## config.mk

```make
export PLATFORM = sky130hd
export DESIGN_NAME = rf_port_sched
export DESIGN_NICKNAME = d
export VERILOG_FILES = /design/src/rtl/rf_pkg.sv /design/src/rtl/rf_arb.sv /design/src/rtl/rf_port_sched.sv
export SDC_FILE = /design/constraint.sdc
export NUM_CORES = 1
export LEC_CHECK = 0
export BUFFER_PORTS_ARGS = -buffer_cell sky130_fd_sc_hd__buf_2
export CORE_ASPECT_RATIO = 1.75
export CORE_MARGIN = 5
export CORE_UTILIZATION = 52
export CTS_BUF_LIST = sky130_fd_sc_hd__clkbuf_4 sky130_fd_sc_hd__clkbuf_8
export CTS_CLUSTER_SIZE = 14
export DETAILED_ROUTE_END_ITERATION = 10
export PLACE_DENSITY = 0.95
export SETUP_SLACK_MARGIN = 0.5
export SYNTH_ARGS = -nofsm -noshare
export SYNTH_HDL_FRONTEND = slang
export SYNTH_SLANG_ARGS = --single-unit
```

## constraint.sdc

```tcl
create_clock -name clk -period 8.9 [get_ports clk]
set_clock_uncertainty 0.15 [all_clocks]
set_input_delay 1.335 -clock clk [delete_from_list [all_inputs] [get_ports clk]]
set_output_delay 1.335 -clock clk [all_outputs]
set_load 0.1 [all_outputs]
```

## src/rtl/rf_pkg.sv

```systemverilog
`default_nettype none
// ============================================================================
// Module      : rf_pkg
// Description : Shared widths, limits and grant encoding for the RF port
//               scheduler.
// Revision    : 1.0 - initial release
// ============================================================================
package rf_pkg;

    localparam int XLEN       = 32;
    localparam int REG_IDX_W  = 5;
    localparam int NREGS      = 32;
    localparam int STARVE_MAX = 2;
    localparam int STARVE_W   = 2;

    typedef enum logic [1:0] {
        GRANT_NONE = 2'd0,
        GRANT_WR   = 2'd1,
        GRANT_RD   = 2'd2
    } grant_e;

endpackage
`default_nettype wire

```

## src/rtl/rf_arb.sv

```systemverilog
`default_nettype none
// ============================================================================
// Module      : rf_arb
// Description : Read/write grant for the single register-file port, with a
//               starvation counter that lets a waiting read overtake writes.
// Revision    : 1.0 - initial release
// ============================================================================
module rf_arb
    import rf_pkg::*;
(
    input  logic   clk,
    input  logic   rst,
    input  logic   rd_req_valid,
    input  logic   rd_open,
    input  logic   wb_valid,
    output grant_e grant
);

    localparam logic [STARVE_W-1:0] C_STARVE_MAX = STARVE_W'(STARVE_MAX);

    logic [STARVE_W-1:0] r_starve;
    logic                w_rd_elig;
    logic                w_rd_wins;

    always_comb begin
        w_rd_elig = rd_req_valid && rd_open;
        w_rd_wins = w_rd_elig && (!wb_valid || (r_starve == C_STARVE_MAX));
        grant     = GRANT_NONE;
        if (rst) begin
            grant = GRANT_NONE;
        end else if (w_rd_wins) begin
            grant = GRANT_RD;
        end else if (wb_valid) begin
            grant = GRANT_WR;
        end
    end

    // Counts reads that were ready to go but lost to a write.
    always_ff @(posedge clk or posedge rst) begin
        if (rst) begin
            r_starve <= '0;
        end else if (grant == GRANT_RD) begin
            r_starve <= '0;
        end else if (w_rd_elig && (r_starve != C_STARVE_MAX)) begin
            r_starve <= r_starve + 1'b1;
        end
    end

endmodule
`default_nettype wire

```

## src/rtl/rf_port_sched.sv

```systemverilog
`default_nettype none
// ============================================================================
// Module      : rf_port_sched
// Description : Sole driver of a single-port register file; schedules operand
//               reads and writebacks, forwards losing writes, holds responses.
// Revision    : 1.0 - initial release
// ============================================================================
module rf_port_sched
    import rf_pkg::*;
(
    input  logic                 clk,
    input  logic                 rst,
    input  logic                 rd_req_valid,
    output logic                 rd_req_ready,
    input  logic [REG_IDX_W-1:0] rd_req_rs1,
    input  logic [REG_IDX_W-1:0] rd_req_rs2,
    input  logic                 wb_valid,
    output logic                 wb_ready,
    input  logic [REG_IDX_W-1:0] wb_rd,
    input  logic [XLEN-1:0]      wb_data,
    output logic                 rsp_valid,
    input  logic                 rsp_ready,
    output logic [XLEN-1:0]      rsp_rs1v,
    output logic [XLEN-1:0]      rsp_rs2v,
    output logic                 rf_r,
    output logic [REG_IDX_W-1:0] rf_rs1,
    output logic [REG_IDX_W-1:0] rf_rs2,
    output logic [REG_IDX_W-1:0] rf_rd,
    output logic [XLEN-1:0]      rf_din,
    input  logic [XLEN-1:0]      rf_rs1v,
    input  logic [XLEN-1:0]      rf_rs2v
);

    grant_e          w_grant;
    logic            w_rd_open;
    logic            r_inflight;
    logic            r_rsp_valid;
    logic [XLEN-1:0] r_rsp_rs1v;
    logic [XLEN-1:0] r_rsp_rs2v;
    logic            r_zero1;
    logic            r_zero2;
    logic            r_fwd1;
    logic            r_fwd2;
    logic [XLEN-1:0] r_fwd_data;

    // A new read may start only if its response slot will be free on arrival.
    assign w_rd_open = !r_inflight && (!r_rsp_valid || rsp_ready);

    rf_arb u_arb (
        .clk          (clk),
        .rst          (rst),
        .rd_req_valid (rd_req_valid),
        .rd_open      (w_rd_open),
        .wb_valid     (wb_valid),
        .grant        (w_grant)
    );

    always_comb begin
        rf_r         = 1'b0;
        rf_rs1       = '0;
        rf_rs2       = '0;
        rf_rd        = '0;
        rf_din       = '0;
        wb_ready     = 1'b0;
        rd_req_ready = 1'b0;
        case (w_grant)
            GRANT_WR: begin
                wb_ready = 1'b1;
                rf_rd    = wb_rd;
                rf_din   = (wb_rd == '0) ? '0 : wb_data;
            end
            GRANT_RD: begin
                rd_req_ready = 1'b1;
                rf_r         = 1'b1;
                rf_rs1       = rd_req_rs1;
                rf_rs2       = rd_req_rs2;
            end
            default: ;
        endcase
    end

    always_ff @(posedge clk or posedge rst) begin
        if (rst) begin
            r_inflight  <= 1'b0;
            r_rsp_valid <= 1'b0;
            r_rsp_rs1v  <= '0;
            r_rsp_rs2v  <= '0;
            r_zero1     <= 1'b0;
            r_zero2     <= 1'b0;
            r_fwd1      <= 1'b0;
            r_fwd2      <= 1'b0;
            r_fwd_data  <= '0;
        end else begin
            r_inflight <= (w_grant == GRANT_RD);
            // A write pending at grant time loses the port, so its data is
            // captured here instead of waiting for the file to be updated.
            if (w_grant == GRANT_RD) begin
                r_zero1    <= (rd_req_rs1 == '0);
                r_zero2    <= (rd_req_rs2 == '0);
                r_fwd1     <= wb_valid && (wb_rd != '0) && (wb_rd == rd_req_rs1);
                r_fwd2     <= wb_valid && (wb_rd != '0) && (wb_rd == rd_req_rs2);
                r_fwd_data <= wb_data;
            end
            if (r_inflight) begin
                r_rsp_valid <= 1'b1;
                r_rsp_rs1v  <= r_zero1 ? '0 : (r_fwd1 ? r_fwd_data : rf_rs1v);
                r_rsp_rs2v  <= r_zero2 ? '0 : (r_fwd2 ? r_fwd_data : rf_rs2v);
            end else if (r_rsp_valid && rsp_ready) begin
                r_rsp_valid <= 1'b0;
                r_rsp_rs1v  <= '0;
                r_rsp_rs2v  <= '0;
            end
        end
    end

    assign rsp_valid = r_rsp_valid;
    assign rsp_rs1v  = r_rsp_rs1v;
    assign rsp_rs2v  = r_rsp_rs2v;

endmodule
`default_nettype wire
```

## Word-level counts from Yosys, hierarchy flattened

Index checks and enable logic that the tools add are counted.
W data, S select, Z words.

- Flip-flop bits (word level): 104
- Logic and storage cells: 57
- Output and inout port bits: 115
- Latch bits: 0
- Memories kept: 0
- Bits in read-only memories: 0
- Memory bits (writable): 0
- Input port bits: 116

- Shift-type cells: 0
- Multiplexer cells: 21
- Multiply operators: 0
- Reductions and logical operators: 19
- Bitwise operators: 0
- Divide/modulo/power cells: 0
- Equality and inequality tests: 6
- $lt $le $gt $ge: 0
- $add $sub $neg: 1

Operators with widths:

| kind | number |
|---|---|
| $mux W32 | 9 |
| $logic_not A5 Y1 | 3 |
| $mux W5 | 3 |
| $eq A5 B5 Y1 | 2 |
| $logic_and A1 B1 Y1 | 8 |
| $mux W2 | 4 |
| $mux W1 | 5 |
| $reduce_bool A5 Y1 | 1 |
| $eq A2 B2 Y1 const B | 2 |
| $reduce_bool A2 Y1 | 2 |
| $logic_not A1 Y1 | 3 |
| $add A2 B1 Y2 const B | 1 |
| $eq A2 B1 Y1 const B | 1 |
| $logic_or A1 B1 Y1 | 2 |
| $ne A2 B2 Y1 const B | 1 |

## Depth between registers and ports, before layout

Gate-level depths: netlist of run 1.

- Depth after elaboration: 9
- Gate-level depth with buffers: 8
- Gate-level depth less buffers: 6

## Modules after synthesis

Synthesis of run 1 repeated with hierarchy kept, for this count alone.

- Cells, all modules: 523
- Area total of the unflattened synthesis: 5014.8 um^2

Modules (own cells, without submodules):

| module | cells an instance | sequential area each (um^2) | area each (um^2) | times used |
|---|---|---|---|---|
| rf_port_sched | 506 | 2552.4 | 4874.7 | 1 |
| rf_arb | 17 | 50.0 | 140.1 | 1 |

## Worst setup path before layout of run 1

Ideal clock, no wire load.

- Path kind: input port to output port
- Start: input port rst
- End: output port rf_din[17]
- Data arrival time: 6797 ps
- Required time: 7415 ps
- Path buffers: 2
- Setup slack: 618 ps
- Stages on the path: 5
- Cell sequence: inv_1 > o311ai_0 > clkbuf_1 > clkbuf_1 > nor3b_1

- Cells in the longest elaborated chain, start to end: 3

RTL lines:

| element | RTL line | text |
|---|---|---|
| from (decl) | rf_port_sched.sv:12 | `input logic rst,` |
| $mux W2 | rf_arb.sv:29 | `if (rst) begin` |
| $eq A2 B1 Y1 | rf_port_sched.sv:66 | `case (w_grant)` |
| $mux W32 | rf_port_sched.sv:66 |  |
| to (decl) | rf_port_sched.sv:29 | `output logic [XLEN-1:0] rf_din,` |

No other way between the ends.

## Worst setup path after layout of run 1

- Start: input port wb_rd[2]
- End: output port rf_din[18]

- Cells in the longest elaborated chain, start to end: 3

RTL lines:

| element | RTL line | text |
|---|---|---|
| from (decl) | rf_port_sched.sv:19 | `input logic [REG_IDX_W-1:0] wb_rd,` |
| $logic_not A5 Y1 | rf_port_sched.sv:70 | `rf_din = (wb_rd == '0) ? '0 : wb_data;` |
| $mux W32 | rf_port_sched.sv:70 |  |
| $mux W32 | rf_port_sched.sv:66 |  |

No other way between the ends.

==> results of run 1 <==
-- routing by layer --
metal  vias to the layer above  share of wire  GRT usage
met1                      2198           0.36      0.290
met3                        48          0.060     0.0470
li1                       2014              -          -
met2                       210           0.54      0.468
met4                         0          0.040      0.131
met5                         -              0          0
-- worst max-delay path, stage by stage --
cell	delay (ns)
buf_2	0.13
or4_1	0.58
nor2_2	0.62
buf_4	0.37
nor3b_1	0.11
buf_2	0.33
-- stage by stage --
stage | area (um2) | hold WS [ns] | setup WS, ns
after global routing | 6470 | 0.355 | 3.80
after CTS | 6470 | 0.340 | 3.95
after detailed placement | 6230 | 0.319 | 3.95
final | 6470 | 0.333 | 3.94
after floorplan | 5010 | 0.321 | 0.618
after global placement | 6230 | 0.307 | 4.05
-- logic make-up (layout without fill, tap and decap cells) --
family	Yosys count	count (layout)	synth area share
fa+ha+maj	1	1	0.00250
flops	104	104	0.519
mux	99	99	0.206
xor+xnor	10	10	0.0175
compound gates	73	73	0.0781
simple gates	130	130	0.138
buf+inv	44	262	0.0387
other cells	0	1	0
-- sequential cells by signal (all words and copies together) (netlist names) --
signal	count
r_fwd1	1
r_fwd2	1
r_fwd_data	32
r_inflight	1
r_zero1	1
r_zero2	1
rsp_rs1v	32
rsp_rs2v	32
rsp_valid	1
u_arb.r_starve	2
-- synthesized netlist by cell type --
library cell    n
buf_2           8
mux2i_1        64
and2_1         10
or4_4           1
inv_1          11
nor3b_1        32
buf_6           2
or4_1           3
o41ai_1         4
nand2b_4        1
mux2_2         35
or2_2           1
o311ai_0        1
nor2b_4         1
nand2_1        66
nor4_1          1
nand2b_1        2
a211o_1         1
ha_1            1
clkbuf_1       22
dfrtp_1       104
and2b_4         1
xnor2_1        10
buf_4           1
nand3_1         2
nor2_1          9
a21oi_1         1
a22o_1          1
o21ai_0        65
-- power by group --
| group | switching (mW) | internal, mW |
|---|---|---|
| Clock | 0.149 | 0.188 |
| Combinational | 0.973 | 0.206 |
| Sequential | 0.117 | 0.628 |
| Total | 1.24 | 1.02 |
-- area by class of cell --
class	instances	area, um2	area share
clock inverters	2	60.1	0.00928
inverters	11	43.8	0.00677
clock buffers	14	180	0.0278
multi-input cells	313	2240	0.346
flip-flops and latches	104	2610	0.403
diodes	1	2.50	0.000387
well taps	122	153	0.0236
repair buffers	235	1190	0.184
-- how the worst max path moves through the flow --
| stage | endpoint | slack (ns) | start |
|---|---|---|---|
| finish | rf_din[18] | 3.94 | wb_rd[2] |
| global route | rf_din[11] | 3.80 | rst |
| CTS | rf_din[18] | 3.95 | wb_rd[2] |
| detailed placement | rf_din[18] | 3.95 | wb_rd[2] |
| global placement | rf_din[18] | 4.05 | wb_rd[2] |
| floorplan | rf_din[17] | 0.62 | rst |
==> flow_metrics.py, run 1 <==
metrics = {
    "final_layout": {
        "fin_nets": 791,
        "drive_above_1_share": 0.437,
        "stdcell_count": 802,
        "n_fill_cell": 732,
        "final_common_cell": "buf_2",
        "mostFrequentLayoutCells": "230 x buf_2, 102 x dfrtp_1, 66 x nand2_1, 65 x o21ai_0, 64 x mux2i_1",
        "final_core_util": 0.683,
        "area_delta_synth_final_pct": 29.1,
    },
    "placed_design": {
        "dp_cells": 785,
        "gp_congestion": 0.935,
        "io_buffers": 230,
        "dp_hpwl_um": 11400,
    },
    "timing": {
        "rsz0062_at_grt": "no",
        "drv_slew": 0,
        "fin_crit_sh": 0.558,
        "final.min_clock_period_ns": 4.96,
        "worst_pin_slew_ns": 1.25,
        "relSlewSlack": 0.167,
        "finalHoldViolations": 0,
        "fin_setup_tns_ns": 0,
        "max_freq_ghz": 0.201,
        "setup_viol": 0,
    },
    "cts": {
        "cts_hold_buf": 0,
        "clkTransAtPathRegs_ns": 0.09,
        "cts-buffers-inserted": 9,
        "clockBufferDepth": 2,
        "cts_tree": "done",
        "clock_latency_ns": 0.36,
        "cts_resized": 0,
        "postCtsSetupBuffers": 0,
        "cts_sinks": 104,
        "h-tree-depth": 3,
        "cts_root_buf": "clkbuf_8",
    },
    "synth": {
        "syn_area_um2": 5010,
        "ys_seq_elements": 104,
        "yosysUniqueCellTypes": 29,
        "ys_seq_area_frac": 0.519,
        "synthesis.nets": 578,
        "yosys.area.top_type_share": 0.519,
        "ys_warn_count": 0,
        "yosysTopAreaCell": "dfrtp_1",
        "avgSynthCellArea_um2": 10.9,
        "ys_top_cells_by_area": "dfrtp_1 52%, mux2i_1 13%, mux2_2 7.9%",
        "postSynthCellCount": 461,
    },
    "grt": {
        "grt_pass1_vias": 4802,
        "overflow": 0,
        "grt_util_all_layers": 0.260,
        "grt_max_degree": 65,
        "antenna_found_initial": 1,
        "grt_pass1_wl_um": 24200,
    },
    "worst_hold_path": {
        "hold_class": "flip-flop to flip-flop",
        "hp-start": "rsp_rs1v[20]",
        "hold_depth": 2,
        "hold_end": "rsp_rs1v[20]",
    },
    "die": {
        "die_height_um": 140,
        "ios": 231,
        "die_w_um": 84.2,
        "initial_utilization": 0.530,
        "core.rowCount": 47,
        "coreArea_um2": 9470,
        "die_area_um2": 11800,
    },
    "critical_path": {
        "path_max_fanout": 18,
        "r2r_setup_slack_ns": 6.29,
        "r2r-end": "r_zero2",
        "cp.arrival_ns": 3.48,
        "critPathCaptureType": "output port",
        "required_ns": 7.41,
        "reg2reg_depth": 6,
        "critical_path_class": "primary input to output port",
        "startpoint_type": "primary input",
        "r2r-start": "u_arb.r_starve[0]",
    },
    "routing": {
        "wire_per_inst_um": 19.3,
        "wirelength_um": 15500,
        "drtAntennaViolNets": 0,
        "vias_per_cell": 5.57,
        "drc": 0,
        "drt_iter0_markers": 166,
        "via_count": 4470,
        "first_pass_iters": 5,
    },
    "pwr": {
        "peakVddDrop_uv": 191,
        "power.density_nw_per_um2": 349,
        "finalPower_mw": 2.26,
        "power.leakage_nw": 3.20,
    },
    "status": {
        "status": "complete, no violations",
    },
    "flow_run": {
        "timing.max_cap.violations": 0,
    },
}
No activity file was read; power rests on OpenSTA's default activity.
==> run 2: changes to the inputs <==
--- a/config.mk
+++ b/config.mk
@@ -5,14 +5,15 @@
 export SDC_FILE = /design/constraint.sdc
 export NUM_CORES = 1
 export LEC_CHECK = 0
+export ABC_AREA = 1
 export BUFFER_PORTS_ARGS = -buffer_cell sky130_fd_sc_hd__buf_2
 export CORE_ASPECT_RATIO = 1.75
 export CORE_MARGIN = 5
-export CORE_UTILIZATION = 52
+export CORE_UTILIZATION = 44
 export CTS_BUF_LIST = sky130_fd_sc_hd__clkbuf_4 sky130_fd_sc_hd__clkbuf_8
 export CTS_CLUSTER_SIZE = 14
 export DETAILED_ROUTE_END_ITERATION = 10
-export PLACE_DENSITY = 0.95
+export PLACE_DENSITY = 0.88
 export SETUP_SLACK_MARGIN = 0.5
 export SYNTH_ARGS = -nofsm -noshare
 export SYNTH_HDL_FRONTEND = slang
==> constraint.sdc (replaced) <==
create_clock -name clk -period 4.1 [get_ports clk]
set_clock_uncertainty 0.15 [all_clocks]
set_input_delay 0.615 -clock clk [delete_from_list [all_inputs] [get_ports clk]]
set_output_delay 0.615 -clock clk [all_outputs]
set_load 0.1 [all_outputs]
==> run 2 against run 1 <==
Clock-buffer cell count shrank 3. Largest power group unchanged. Highest routed layer unchanged. Critical path depth increased by 2. Synthesized cell count is 45% higher. Utilization fell by 6.9 points. Via count up 23%. Combinational power grew 140%. Die area grew 20%.
==> flow_metrics.py, run 2 <==
metrics = {
    "status": {
        "status": "complete, no violations",
    },
    "cts": {
        "postCtsSetupBuffers": 0,
        "cts_resized": 0,
        "cts_sinks": 104,
        "cts_root_buf": "clkbuf_8",
        "clock_latency_ns": 0.36,
        "cts_tree": "done",
        "cts_hold_buf": 0,
        "clkTransAtPathRegs_ns": 0.10,
        "cts-buffers-inserted": 9,
        "h-tree-depth": 3,
        "clockBufferDepth": 2,
    },
    "die": {
        "die_height_um": 154,
        "die_w_um": 92.1,
        "initial_utilization": 0.448,
        "ios": 231,
        "coreArea_um2": 11600,
        "core.rowCount": 52,
        "die_area_um2": 14200,
    },
    "flow_run": {
        "timing.max_cap.violations": 0,
    },
    "routing": {
        "wirelength_um": 17600,
        "drc": 0,
        "drtAntennaViolNets": 0,
        "drt_iter0_markers": 293,
        "wire_per_inst_um": 17.4,
        "vias_per_cell": 5.44,
        "via_count": 5501,
        "first_pass_iters": 5,
    },
    "final_layout": {
        "n_fill_cell": 1013,
        "mostFrequentLayoutCells": "226 x nand2_1, 220 x buf_2, 101 x dfrtp_1, 69 x nand3_1, 64 x o211ai_1",
        "fin_nets": 989,
        "area_delta_synth_final_pct": 37.1,
        "drive_above_1_share": 0.358,
        "final_common_cell": "nand2_1",
    },
    "timing": {
        "fin_ws_ns": 0.697,
        "fin_setup_tns_ns": 0,
        "rsz0062_at_grt": "no",
        "final.min_clock_period_ns": 3.40,
        "worst_pin_slew_ns": 1.13,
        "drv_slew": 0,
        "fin_crit_sh": 0.830,
        "finalHoldViolations": 0,
        "setup_viol": 0,
        "relSlewSlack": 0.249,
        "max_freq_ghz": 0.294,
    },
    "pwr": {
        "power.leakage_nw": 3.79,
        "peakVddDrop_uv": 308,
        "finalPower_mw": 4.99,
        "power.density_nw_per_um2": 700,
    },
    "synth": {
        "yosysUniqueCellTypes": 23,
        "synthesis.nets": 787,
        "synth_edf_count": 0,
        "postSynthCellCount": 670,
        "ys_seq_elements": 104,
        "yosysTopAreaCell": "dfrtp_1",
        "ys_warn_count": 0,
        "synth_most_common_cell": "nand2_1",
        "avgSynthCellArea_um2": 7.75,
        "synth_common_cells": "227 x nand2_1, 104 x dfrtp_1, 69 x nand3_1, 64 x o211ai_1, 55 x nor2_1",
        "yosys.area.top_type_share": 0.501,
        "syn_area_um2": 5190,
        "synthFlopType": "dfrtp_1",
        "ys_top_cells_by_area": "dfrtp_1 50%, nand2_1 16%, o211ai_1 9.3%",
        "postSynth.asyncResetShare": 1.00,
        "ys_seq_area_frac": 0.501,
    },
    "critical_path": {
        "startpoint": "u_arb.r_starve[0]",
        "path_max_fanout": 37,
        "required_ns": 3.34,
        "r2r-start": "r_inflight",
        "startpoint_type": "flip-flop",
        "cp.arrival_ns": 2.64,
        "critical_path_class": "flip-flop to output port",
        "critPathCaptureType": "output port",
    },
    "grt": {
        "grt_pass1_wl_um": 27800,
        "overflow": 0,
        "grt_max_degree": 70,
        "antenna_found_initial": 1,
        "grt_util_all_layers": 0.248,
        "grt_pass1_vias": 5533,
    },
    "placed_design": {
        "gp_congestion": 0.858,
        "io_buffers": 230,
        "dp_hpwl_um": 12500,
        "dp_slack_ns": 0.813,
    },
    "worst_hold_path": {
        "hold_class": "primary input to flip-flop",
        "hp-start": "wb_data[7]",
    },
}
==> run 2: path summary, 6_finish.rpt <==
kind                       slack, ns  cells past startpoint                 to
max in group asynchronous       2.21                      4             r_fwd2
min                             0.32                      3      r_fwd_data[7]
min in group asynchronous       0.35                      3       rsp_rs1v[24]
max                             0.70                      8         rf_din[10]
max reg2reg                     1.81                      6        rsp_rs2v[4]
min reg2reg                     0.35                      2  u_arb.r_starve[1]
==> run 2: critical path, stage by stage (launching register included) <==
cell,delay (ns)
dfrtp_1,0.37
inv_1,0.10
ha_1,0.24
nor2_4,0.07
nor2_1,0.23
nor3_4,0.08
inv_4,0.79
nor2_4,0.04
buf_2,0.32
==> run 2: cell type report <==
cell class / instances / area (um2) / share of cell area
Antenna cell: 1 / 2.50 / 0.000351
Clock buffer: 11 / 145 / 0.0204
Clock inverter: 4 / 55.1 / 0.00773
Inverter: 55 / 213 / 0.0299
Multi-Input combinational cell: 463 / 2550 / 0.358
Sequential cell: 104 / 2610 / 0.366
Tap cell: 135 / 169 / 0.0237
Timing Repair Buffer: 239 / 1380 / 0.194
==> run 2: stage by stage <==
step / instances / hold slack, ns / util / instance area (um2)
finish: 1012 / 0.320 / 0.615 / 7120
detailed placement: 996 / 0.331 / 0.597 / 6920
floorplan: 670 / 0.300 / - / 5570
CTS: 1011 / 0.301 / 0.615 / 7120
global route: 1012 / 0.312 / 0.615 / 7120
global placement: 996 / 0.319 / 0.597 / 6920
==> run 2: kinds of logic (layout without fill, tap and decap cells) <==
kind of cell | Yosys count | in the layout | share of synthesized area
buf+inv | 103 | 309 | 0.0798
other cells | 0 | 1 | 0
xor+xnor | 3 | 3 | 0.00506
flops | 104 | 104 | 0.501
compound gates | 100 | 100 | 0.127
simple gates | 359 | 359 | 0.284
fa+ha+maj | 1 | 1 | 0.00241
==> run 2: per-layer routing <==
metal,vias to the layer above,global-route usage,part of all wire
met4,0,0.133,0.048
met2,265,0.436,0.52
li1,2588,-,-
met1,2584,0.277,0.35
met5,-,0,0
met3,64,0.0513,0.073
==> run 2: where the power goes <==
group          switching, mW  internal, mW  total, mW
Combinational           2.36         0.448       2.80
Sequential             0.164          1.37       1.53
Clock                  0.346         0.305      0.651
Total                   2.87          2.12       4.99
